==> config.mk <==
export PLATFORM = sky130hd
export DESIGN_NAME = fifo_rd_stream
export DESIGN_NICKNAME = d
export VERILOG_FILES = /design/src/rtl/fifo_rd_stream_pkg.sv /design/src/rtl/stream_buf2.sv /design/src/rtl/fifo_rd_stream.sv
export SDC_FILE = /design/constraint.sdc
export NUM_CORES = 1
export LEC_CHECK = 0
export ABC_AREA = 1
export BUFFER_PORTS_ARGS = -buffer_cell sky130_fd_sc_hd__buf_2
export CAP_MARGIN = 10
export CORE_UTILIZATION = 43
export DETAILED_ROUTE_END_ITERATION = 16
export MAX_ROUTING_LAYER = met4
export PLACE_DENSITY = 0.76
export SYNTH_ARGS = -nofsm -noshare
export SYNTH_HDL_FRONTEND = slang
export SYNTH_SLANG_ARGS = --single-unit
==> constraint.sdc <==
create_clock -name clk -period 3.09 [get_ports clk]
set_input_delay 0.4635 -clock clk [delete_from_list [all_inputs] [get_ports clk]]
set_output_delay 0.4635 -clock clk [all_outputs]
set_load 0.03 [all_outputs]
==> src/rtl/fifo_rd_stream_pkg.sv <==
// Shared helpers for the FIFO read-side stream adapter.
package fifo_rd_stream_pkg;

  // Bit width of the beat counter; never less than one bit.
  function automatic int cnt_width(input int n);
    int w;
    w = 1;
    while ((1 << w) < n) w++;
    return w;
  endfunction

endpackage

==> src/rtl/stream_buf2.sv <==
// Two-entry FIFO of {data, last} entries; clear has priority over push/pop.
module stream_buf2
  import fifo_rd_stream_pkg::*;
#(
  parameter int WIDTH = 32
) (
  input  logic             clk,
  input  logic             rst_n,
  input  logic             clear,
  input  logic             push,
  input  logic [WIDTH-1:0] push_data,
  input  logic             push_last,
  input  logic             pop,
  output logic [1:0]       occ,
  output logic [WIDTH-1:0] head_data,
  output logic             head_last
);

  typedef struct packed {
    logic [WIDTH-1:0] data;
    logic             last;
  } entry_t;

  entry_t     mem_q [2];
  entry_t     mem_d [2];
  logic       rd_ptr_q, rd_ptr_d;
  logic       wr_ptr_q, wr_ptr_d;
  logic [1:0] occ_q, occ_d;

  always_comb begin
    mem_d    = mem_q;
    rd_ptr_d = rd_ptr_q;
    wr_ptr_d = wr_ptr_q;
    occ_d    = occ_q;
    if (clear) begin
      rd_ptr_d = 1'b0;
      wr_ptr_d = 1'b0;
      occ_d    = 2'd0;
    end else begin
      if (push) begin
        mem_d[wr_ptr_q] = '{data: push_data, last: push_last};
        wr_ptr_d        = ~wr_ptr_q;
      end
      if (pop) rd_ptr_d = ~rd_ptr_q;
      occ_d = occ_q + {1'b0, push} - {1'b0, pop};
    end
  end

  always_ff @(posedge clk or negedge rst_n) begin
    if (!rst_n) begin
      for (int i = 0; i < 2; i++) mem_q[i] <= '0;
      rd_ptr_q <= 1'b0;
      wr_ptr_q <= 1'b0;
      occ_q    <= 2'd0;
    end else begin
      mem_q    <= mem_d;
      rd_ptr_q <= rd_ptr_d;
      wr_ptr_q <= wr_ptr_d;
      occ_q    <= occ_d;
    end
  end

  assign occ       = occ_q;
  assign head_data = mem_q[rd_ptr_q].data;
  assign head_last = mem_q[rd_ptr_q].last;

  a_no_overflow: assert property (@(posedge clk) disable iff (!rst_n)
    !(push && !pop && !clear && occ_q == 2'd2));
  a_no_underflow: assert property (@(posedge clk) disable iff (!rst_n)
    !(pop && !clear && occ_q == 2'd0));

endmodule

==> src/rtl/fifo_rd_stream.sv <==
// Drains a registered-read FIFO into a valid/ready stream with a 2-entry
// prefetch buffer, per-burst m_last tagging and synchronous flush.
module fifo_rd_stream
  import fifo_rd_stream_pkg::*;
#(
  parameter int WIDTH     = 32,
  parameter int BURST_LEN = 4
) (
  input  logic             clk,
  input  logic             rst_n,
  input  logic [WIDTH-1:0] fifo_rdata,
  input  logic             fifo_rempty,
  output logic             fifo_rinc,
  input  logic             flush,
  output logic [WIDTH-1:0] m_data,
  output logic             m_valid,
  input  logic             m_ready,
  output logic             m_last
);

  localparam int            CW      = cnt_width(BURST_LEN);
  localparam logic [CW-1:0] CNT_MAX = CW'(BURST_LEN - 1);

  logic          inflight_q, inflight_d;
  logic [CW-1:0] cnt_q, cnt_d;
  logic [1:0]    occ;
  logic          pop;
  logic          arrive;

  assign m_valid = (occ != 2'd0);
  assign pop     = m_valid && m_ready;
  // The word landing during a flush belongs to the discarded stream.
  assign arrive  = inflight_q && !flush;

  always_comb begin
    // Space check counts this cycle's pop, so the buffer streams at full rate.
    fifo_rinc  = rst_n && !fifo_rempty && !flush &&
                 (({1'b0, occ} + {2'b00, inflight_q}) < (3'd2 + {2'b00, pop}));
    inflight_d = fifo_rinc;
    cnt_d      = cnt_q;
    if (flush) begin
      cnt_d = '0;
    end else if (arrive) begin
      cnt_d = (cnt_q == CNT_MAX) ? '0 : cnt_q + CW'(1);
    end
  end

  always_ff @(posedge clk or negedge rst_n) begin
    if (!rst_n) begin
      inflight_q <= 1'b0;
      cnt_q      <= '0;
    end else begin
      inflight_q <= inflight_d;
      cnt_q      <= cnt_d;
    end
  end

  // Last is decided at load time since loads and beats share one order.
  stream_buf2 #(.WIDTH(WIDTH)) u_buf (
    .clk       (clk),
    .rst_n     (rst_n),
    .clear     (flush),
    .push      (arrive),
    .push_data (fifo_rdata),
    .push_last (cnt_q == CNT_MAX),
    .pop       (pop),
    .occ       (occ),
    .head_data (m_data),
    .head_last (m_last)
  );

endmodule

**Word level (Yosys, flattened, before mapping)**

Index checks and enable logic that the tools add are counted.

- Add/sub/neg operators: 5
- Order comparisons: 4
- Eq/ne operators: 1
- Mux-type cells: 14
- Bitwise operators: 5
- Reductions and logical operators: 12

Operators by type and width:

| cell | number |
|---|---|
| 33-bit two-way mux | 4 |
| 66-bit bitwise mux | 1 |
| 33-bit demux with 1-bit select | 1 |
| 2-bit two-way mux | 4 |
| 1-bit logical AND | 6 |
| 2-bit nonzero test | 3 |
| 2-bit >= comparator, second input constant | 2 |
| 1-bit two-way mux | 4 |
| 1-bit inverter with 2-bit output | 2 |
| 2-bit by 1-bit adder with 3-bit output | 1 |
| 2-bit by 1-bit adder with 3-bit output, first input constant | 1 |
| 3-bit less-than comparator | 1 |
| 1-bit inverter | 3 |
| 2-bit by 1-bit adder with 2-bit output | 1 |
| 2-bit by 1-bit adder with 2-bit output, second input constant | 1 |
| 2-bit == test, second input constant | 1 |
| 1-bit zero test | 2 |
| 2-bit by 1-bit less-than comparator with 1-bit output, second input constant | 1 |
| 2-bit AND reduction | 1 |
| 2-bit by 1-bit subtractor with 2-bit output | 1 |

- Register bits: 73
- Input bits: 37
- Output and inout port bits: 35
- Logic and storage cells: 50

**Depth between registers and ports, before layout**

Gate-level depths: netlist (run 1).

- Depth in word-level cells: 6
- Mapped depth: 10
- Mapped depth without buffers: 10

**By module**

From an unflattened synthesis (run 1), not the netlist that was laid out.

- Cells, all modules: 333
- Area, all modules: 3,369.5 µm²

By module, submodules not included:

| module | times used | cells each | area an instance (µm²) | sequential area each (µm²) |
|---|---|---|---|---|
| stream_buf2 | 1 | 307 | 3,166.8 | 1,751.7 |
| fifo_rd_stream | 1 | 26 | 202.7 | 75.1 |

**Worst setup path before layout (run 1)**

Ideal clock, no wire load.

- Path type: reg-to-output
- From: register inflight_q
- To: output port fifo_rinc
- Arrival: 1,370 ps
- Required time: 2,626 ps
- Path slack: 1,257 ps
- Stages on the path, launching flop included: 6
- Path buffers: 0
- Cells stage by stage: dfrtp_1 > ha_1 > ha_1 > nor2_1 > nand3_1 > a21oi_1

- Cells in the longest elaborated chain, start to end: 3

Ends and longest elaborated chain:

| item | RTL line | RTL |
|---|---|---|
| start: declaration | fifo_rd_stream.sv:24 | `logic inflight_q, inflight_d;` |
| start signal: assignment | fifo_rd_stream.sv:53 | `inflight_q <= inflight_d;` |
| 2-bit by 1-bit adder with 3-bit output | fifo_rd_stream.sv:38 | `(({1'b0, occ} + {2'b00, inflight_q}) < (3'd2 + {2'b00, pop}));` |
| 3-bit less-than comparator | fifo_rd_stream.sv:38 |  |
| 1-bit logical AND | fifo_rd_stream.sv:37 | `fifo_rinc = rst_n && !fifo_rempty && !flush &&` |
| end: declaration | fifo_rd_stream.sv:13 | `output logic fifo_rinc,` |

Every way passes these cells.

**Worst setup path after layout (run 1)**

- From: register u_buf.rd_ptr_q
- To: output port m_data[20]

- Cells in the longest elaborated chain, start to end: 4

Ends and longest elaborated chain:

| item | RTL line | RTL |
|---|---|---|
| start: declaration | stream_buf2.sv:26 | `logic rd_ptr_q, rd_ptr_d;` |
| start signal: assignment | stream_buf2.sv:57 | `rd_ptr_q <= rd_ptr_d;` |
| 1-bit inverter with 2-bit output (not written as such) | stream_buf2.sv:64 | `assign head_data = mem_q[rd_ptr_q].data;` |
| 33-bit two-way mux (not written as such) (3 in series) | stream_buf2.sv:64 |  |
| end: declaration | fifo_rd_stream.sv:15 | `output logic [WIDTH-1:0] m_data,` |

Every way passes these cells. The select of a mux whose other input is x is not followed.

==> results of run 1 <==
==> sequential cells by signal, summed over array words and instances, names as in the netlist <==
| name | flops |
|---|---|
| cnt_q | 2 |
| inflight_q | 1 |
| u_buf.mem_q | 66 |
| u_buf.occ | 2 |
| u_buf.rd_ptr_q | 1 |
| u_buf.wr_ptr_q | 1 |
==> cells in the mapped netlist (all sizes together) <==
cell type / number / area, µm²
nand4: 1 / 6.260
nand2: 176 / 665.6
clkbuf: 5 / 18.77
clkinv: 1 / 3.750
buf: 16 / 136.4
ha: 5 / 62.56
a21oi: 2 / 10.01
nand3: 6 / 30.03
nor2: 4 / 22.52
o21ai: 68 / 404.1
inv: 44 / 165.2
dfrtp: 73 / 1827
==> metal layers <==
layer,vias to the layer above,GRT usage,share of wire
li1,1373,-,-
met1,1198,0.2361,0.47
met2,68,0.2907,0.48
met3,2,0.04209,0.048
met4,0,0.04032,0.0016
met5,-,-,0
==> cells in the final DEF, fill, tap and decap left out, types with 2 or more instances in the layout <==
master / count
nor2_1: 3
a21oi_1: 2
dfrtp_1: 73
buf_2: 70
clkinv_2: 2
o21ai_1: 43
o21ai_0: 8
o21ai_2: 17
nand2_1: 174
ha_1: 5
nand3_1: 6
inv_1: 44
clkbuf_8: 10
nand2_2: 2
bufinv_16: 2
buf_4: 6
==> report_power, final <==
group	internal, mW	switching, mW
registers	1.20	0.133
clock network	0.476	0.338
logic	0.400	0.928
==> final cells by class <==
| type | count | area [µm²] | area share |
|---|---|---|---|
| Inverter | 45 | 168.9 | 0.04291 |
| Clock buffer | 11 | 141.4 | 0.03592 |
| Timing Repair Buffer | 76 | 395.4 | 0.1004 |
| Tap cell | 99 | 123.9 | 0.03147 |
| Multi-Input combinational cell | 262 | 1201 | 0.3051 |
| Clock inverter | 5 | 78.83 | 0.02003 |
| Sequential cell | 73 | 1827 | 0.4641 |
==> per-stage QoR <==
step / util / worst slack [ns] / instance area [µm²] / total power, mW / cells
2_1_floorplan: - / 1.257 / 3352 / 2.317 / 401
3_3_place_gp: 0.5016 / 1.152 / 3716 / 2.657 / 555
3_5_place_dp: 0.5016 / 1.109 / 3716 / 2.697 / 555
4_1_cts: 0.5313 / 0.8751 / 3936 / 3.512 / 571
5_1_grt: 0.5313 / 0.7583 / 3936 / 3.710 / 571
6_report: 0.5313 / 0.9152 / 3936 / 3.480 / 571
==> worst max-delay path by stage <==
stage                                        to  slack [ns]  depth (start not counted)
CTS                                  m_data[30]        0.88                          5
detailed placement  u_buf.mem_q[38]$_DFFE_PN0P_        1.11                          6
global placement    u_buf.mem_q[36]$_DFFE_PN0P_        1.15                          6
finish                               m_data[20]        0.92                          5
global route                         m_data[30]        0.76                          5
floorplan                             fifo_rinc        1.26                          5
==> logic make-up after synthesis <==
| kind of cell | after synthesis | synth area share |
|---|---|---|
| simple gates | 187 | 0.2161 |
| fa+ha+maj | 5 | 0.01866 |
| buf+inv | 66 | 0.09668 |
| flops | 73 | 0.5450 |
| compound gates | 70 | 0.1236 |
==> worst reg2reg max path, delay by kind of cell, from the launching register on <==
kind / cells / cell delay, ns
AOI/OAI and AO/OA: 1 / 0.07
buffers and inverters: 2 / 0.55
DFF: 1 / 0.38
and+or+nand+nor: 3 / 0.77
==> flow_summary.toml, run 1 <==
[run_status]
status = "finished clean"

[synthesis]
ys_seq_area_frac = 0.5450
syn_nets = 443
synth-seq-cells = 73
yosys_warnings = 0
syn_inst = 401
ys_types = 17
synth_area_per_cell_um2 = 8.359
netlist_area_mm2 = 0.003352

[detailed_routing]
drc = 0
first_pass_iters = 4
ant_nets = 0
drtIter0Drc = 223
wl_per_cell_um = 11.84
num_vias = 2641
wl_um = 6763
viasPerCell = 4.625

[worst_setup_path]
start_kind = "flop"
crit_path_frequent_cell = "nand2_1"
r2r-end = "u_buf.mem_q[30]$_DFFE_PN0P_"
cpLargestDelayFamily = "buffers and inverters"
max_stage_delay_ns = 0.36
endpoint_kind = "output port"
required_ns = 2.63
cp_cell_sequence = "clkinv_1, buf_4, nand2_1, nand2_1, buf_2"
critPathLaunch = "u_buf.rd_ptr_q$_DFFE_PN0P_"
rr_worst_depth = 6
arrival_ns = 1.71
crit_fanout = 23
cp_slowest_cell = "dfrtp_1"
r2r-start = "inflight_q$_DFF_PN0_"
critPathKind = "reg2out"
ff2ff_setup_slack_ns = 1.25
worst-path-buf-inv = 3

[timing]
slew_headroom = 0.4056
fin_crit_ns = 2.175
rsz0062_at_grt = "false"
fin_crit_sh = 0.7038
setup_tns_ns = 0
setup_viol = 0
whs_ns = 0.3316
slew_viol_final = 0
max_clock_freq_ghz = 0.4598
finalHoldViolations = 0
skew_ns = 0.008748
worst_slew_pin_slew_ns = 0.8916

[min_path]
min_path_cells = 2
min_to = "u_buf.occ[0]$_DFF_PN0_"
hold_path_class = "in2reg"
hp-start = "flush"

[clocking]
post_cts_resized = 0
clock_sinks = 73
cts_tree = "built"
numCtsBuffers = 9
clk_latency_ns = 0.33
clk_pin_slew_ns = 0.08
cts-htree-levels = 3
post_cts_buffers = 0
root_buffer = "clkbuf_8"
cts_hold_buf = 0
ctsLongestPathBuffers = 2

[layout]
synthToLayoutAreaGrowth_pct = 17.43
insertedDiodeCount = 0
fin_nets = 509
final_layout_size_suffix_gt1_frac = 0.2352
nFillCells = 739

[floorplan]
start_util = 0.4525
rows = 31
coreArea_mm2 = 0.007408
io_pins = 72
die_h_um = 90.29
die_x_um = 90.29
die_area_mm2 = 0.008152

[job]
cap_violations = 0

[global_route]
grt_pass1_vias = 2530
antenna_found_initial = 0
grt_pass1_wl_um = 11480
grt_max_degree = 74
grtUsageTotal = 0.1814
grt-ovfl-total = 0

[power]
irDropWorstVdd_uv = 444.0
p_per_area_mw_per_mm2 = 884.0
p_leak_nw = 2.237

[placement]
hpwl_um = 4548
port_buffers = 71
gp_congestion = 0.8313
Note: power is estimated with default switching activity, not from simulation.
==> run 2: changes to the inputs <==
--- a/config.mk
+++ b/config.mk
@@ -5,13 +5,13 @@
 export SDC_FILE = /design/constraint.sdc
 export NUM_CORES = 1
 export LEC_CHECK = 0
-export ABC_AREA = 1
+export ABC_AREA = 0
 export BUFFER_PORTS_ARGS = -buffer_cell sky130_fd_sc_hd__buf_2
 export CAP_MARGIN = 10
 export CORE_UTILIZATION = 43
 export DETAILED_ROUTE_END_ITERATION = 16
 export MAX_ROUTING_LAYER = met4
-export PLACE_DENSITY = 0.76
+export PLACE_DENSITY = 0.79
 export SYNTH_ARGS = -nofsm -noshare
 export SYNTH_HDL_FRONTEND = slang
 export SYNTH_SLANG_ARGS = --single-unit
==> constraint.sdc (replaced) <==
create_clock -name clk -period 1.81 [get_ports clk]
set_input_delay 0.2715 -clock clk [delete_from_list [all_inputs] [get_ports clk]]
set_output_delay 0.2715 -clock clk [all_outputs]
set_load 0.03 [all_outputs]
==> run 2 against run 1 <==
  * The flow now finishes with violations (negative setup slack)
  * Combinational power grew 120%
  * Register-to-register slack worse by 1.2 ns
  * Clock-buffer cell count is 1 higher
  * Setup slack lost 0.96 ns
  * Hold slack worse by 0.16 ns
  * Critical path type unchanged
  * Largest cell class unchanged
  * Largest power group is now combinational cells
==> flow_summary.toml, run 2 <==
[global_route]
grt_pass1_wl_um = 8935
grt_max_degree = 74
grt_pass1_vias = 1917
antenna_found_initial = 0
grtUsageTotal = 0.1545
grt-ovfl-total = 0

[worst_setup_path]
ff2ff_setup_slack_ns = 0.09
critPathLaunch = "u_buf.occ[0]$_DFF_PN0_"
cp-endpoint = "fifo_rinc"
rr_worst_depth = 8
start_kind = "flop"
cp_slowest_cell = "dfrtp_1"
cp_cell_sequence = "ha_2, ha_4, o21ai_2, and4b_1, buf_6"
critPathKind = "reg2out"
required_ns = 1.54
endpoint_kind = "output port"
max_stage_delay_ns = 0.41
r2r-start = "u_buf.occ[1]$_DFF_PN0_"
r2r-end = "u_buf.occ[1]$_DFF_PN0_"
crit_fanout = 3
arrival_ns = 1.58

[synthesis]
yosysTopAreaCell = "dfrtp_1"
synth.area.top_cells = "dfrtp_1 56%, mux2_2 32%, buf_6 2.1%, ha_1 1.9%, mux2_1 1.7%"
yosys_warnings = 0
syn_nets = 256
synth_common_cells = "94 x mux2_2, 73 x dfrtp_1, 6 x buf_6, 6 x nor2_1"
ys_types = 24
netlist.area_leader.share = 0.5592
syn_inst = 214
synth-seq-cells = 73
ys_seq_area_frac = 0.5592
async_flop_share = 1.000
synth-edff-count = 0
netlist_area_mm2 = 0.003267
yosys_most_used_dff = "dfrtp_1"
synth_most_common_cell = "mux2_2"
synth_area_per_cell_um2 = 15.27

[power]
irDropWorstVdd_uv = 707.8
total_power_mw = 6.856
p_per_area_mw_per_mm2 = 1682
p_sw_mw = 2.413
p_leak_nw = 1.996
seq_power_share = 0.351
p_int_mw = 4.443
p_comb_frac = 0.417
switching_share = 0.3519
p_clk_frac = 0.232

[clocking]
root_buffer = "clkbuf_8"
numCtsBuffers = 9
cts-htree-levels = 3
ctsLongestPathBuffers = 2
clk_pin_slew_ns = 0.08
clock_sinks = 73
cts_tree = "built"
clk_latency_ns = 0.32

[placement]
gp_congestion = 0.6621
hpwl_um = 3729
place_worst_setup_slack_ns = 0.07606
port_buffers = 71

[floorplan]
die_area_mm2 = 0.007950
io_pins = 72
coreArea_mm2 = 0.007292
die_x_um = 89.17
die_h_um = 89.17
rows = 31
start_util = 0.4480

[timing]
fin_crit_sh = 1.025
rsz0062_at_grt = "true"
max_clock_freq_ghz = 0.5392
fin_crit_ns = 1.855
slew_headroom = 0.3958
setup_viol = 1
slew_viol_final = 0
worst_slew_pin_slew_ns = 0.9062
skew_ns = 0.009379
finalWorstSetupSlack_ns = -0.04462
finalHoldViolations = 0

[detailed_routing]
viasPerCell = 4.918
drc = 0
num_vias = 1967
drtIter0Drc = 44
wl_um = 5639
first_pass_iters = 2
wl_per_cell_um = 14.10
ant_nets = 0

[layout]
nFillCells = 637
regMostFlops = "u_buf.mem_q"
mostFrequentLayoutCell = "mux2_2"
largest_reg_flops = 66
synthToLayoutAreaGrowth_pct = 24.74
final_layout_size_suffix_gt1_frac = 0.6645
final_cell_mix = "94 x mux2_2, 73 x dfrtp_1, 70 x buf_2, 12 x clkbuf_8, 7 x buf_4"
insertedDiodeCount = 0
fin_nets = 338

[job]
cap_violations = 0

[run_status]
status = "finished, violations left"
violations = "negative setup slack"

[min_path]
hold_path_class = "in2reg"
[run 2: cell count changes in the layout (fill, tap and decap cells not counted), moves of 3 or more]
cell     change
buf_12       +4
o21ai_0      -8
nand2_1    -174
inv_1       -41
mux2_1       +5
o21ai_2     -16
mux2_2      +94
nor2_1       +3
nand3_1      -6
o21ai_1     -42
[run 2: layout make-up]
class	count	area, µm²	area share
Inverter	4	15.01	0.003684
Sequential cell	73	1827	0.4483
Clock inverter	4	97.59	0.02395
Timing Repair Buffer	82	494.2	0.1213
Clock buffer	12	165.2	0.04053
Tap cell	99	123.9	0.03040
Multi-Input combinational cell	126	1353	0.3319
[run 2: per-layer routing]
metal,vias to the layer above,wire length (µm),global-route usage
met5,-,0,-
met3,7,266,0.03786
met1,988,2526,0.1814
met2,48,2796,0.2623
met4,0,50,0.04762
li1,924,-,-
[run 2: per-stage QoR]
step                hold WS, ns  instance area [µm²]  setup TNS [ns]    util  cells
floorplan              -0.02409                 3267               0       -    214
global placement         0.4640                 3752               0  0.5146    381
detailed placement       0.4738                 3752               0  0.5146    381
CTS                      0.1603                 4048        -0.07987  0.5551    398
global route             0.1645                 4075         -0.1782  0.5589    400
finish                   0.1752                 4075        -0.04462  0.5589    400
[run 2: worst min-delay path by stage]
stage	from	end	slack [ns]	cells past startpoint
2_1_floorplan	rst_n	cnt_q[0]$_DFFE_PN0P_	-0.02	0
3_3_place_gp	u_buf.mem_q[63]$_DFFE_PN0P_	u_buf.mem_q[63]$_DFFE_PN0P_	0.46	1
3_5_place_dp	u_buf.mem_q[49]$_DFFE_PN0P_	u_buf.mem_q[49]$_DFFE_PN0P_	0.47	1
4_1_cts	fifo_rdata[0]	u_buf.mem_q[34]$_DFFE_PN0P_	0.16	2
5_1_grt	fifo_rdata[0]	u_buf.mem_q[34]$_DFFE_PN0P_	0.16	2
6_report	fifo_rdata[0]	u_buf.mem_q[34]$_DFFE_PN0P_	0.18	2
[run 2: worst max-delay path, delay by kind of cell, from the launching register on]
kind            cells  cell delay [ns]
fa+ha+maj           2             0.41
flops               1             0.41
simple gates        1             0.24
buf+inv             1             0.15
compound gates      1             0.05
[run 2: repair_timing]
item | CTS | global route
hold buffers | 0 | 0
pin swaps | 2 | 1
endpoints found under the setup margin | 16 | 17
gates resized for setup | 7 | 3
setup buffers | 1 | 2
[run 2: logic make-up (layout without fill, tap and decap cells)]
kind of cell    after synthesis  in the layout  synth area share
simple gates                 15             15           0.03217
buf+inv                      15            102           0.03255
mux                         100            100            0.3443
compound gates                3              3          0.004595
flops                        73             73            0.5592
xor+xnor                      3              3          0.008044
fa+ha+maj                     5              5           0.01915
[run 2: power by group through the flow]
stage | clock network (mW) | registers (mW) | logic, mW
3_3_place_gp | 0 | 2.39 | 2.78
6_report | 1.59 | 2.40 | 2.86
5_1_grt | 1.71 | 2.47 | 3.08
2_1_floorplan | 0 | 2.34 | 2.21
4_1_cts | 1.64 | 2.40 | 2.84
3_5_place_dp | 0 | 2.43 | 2.82
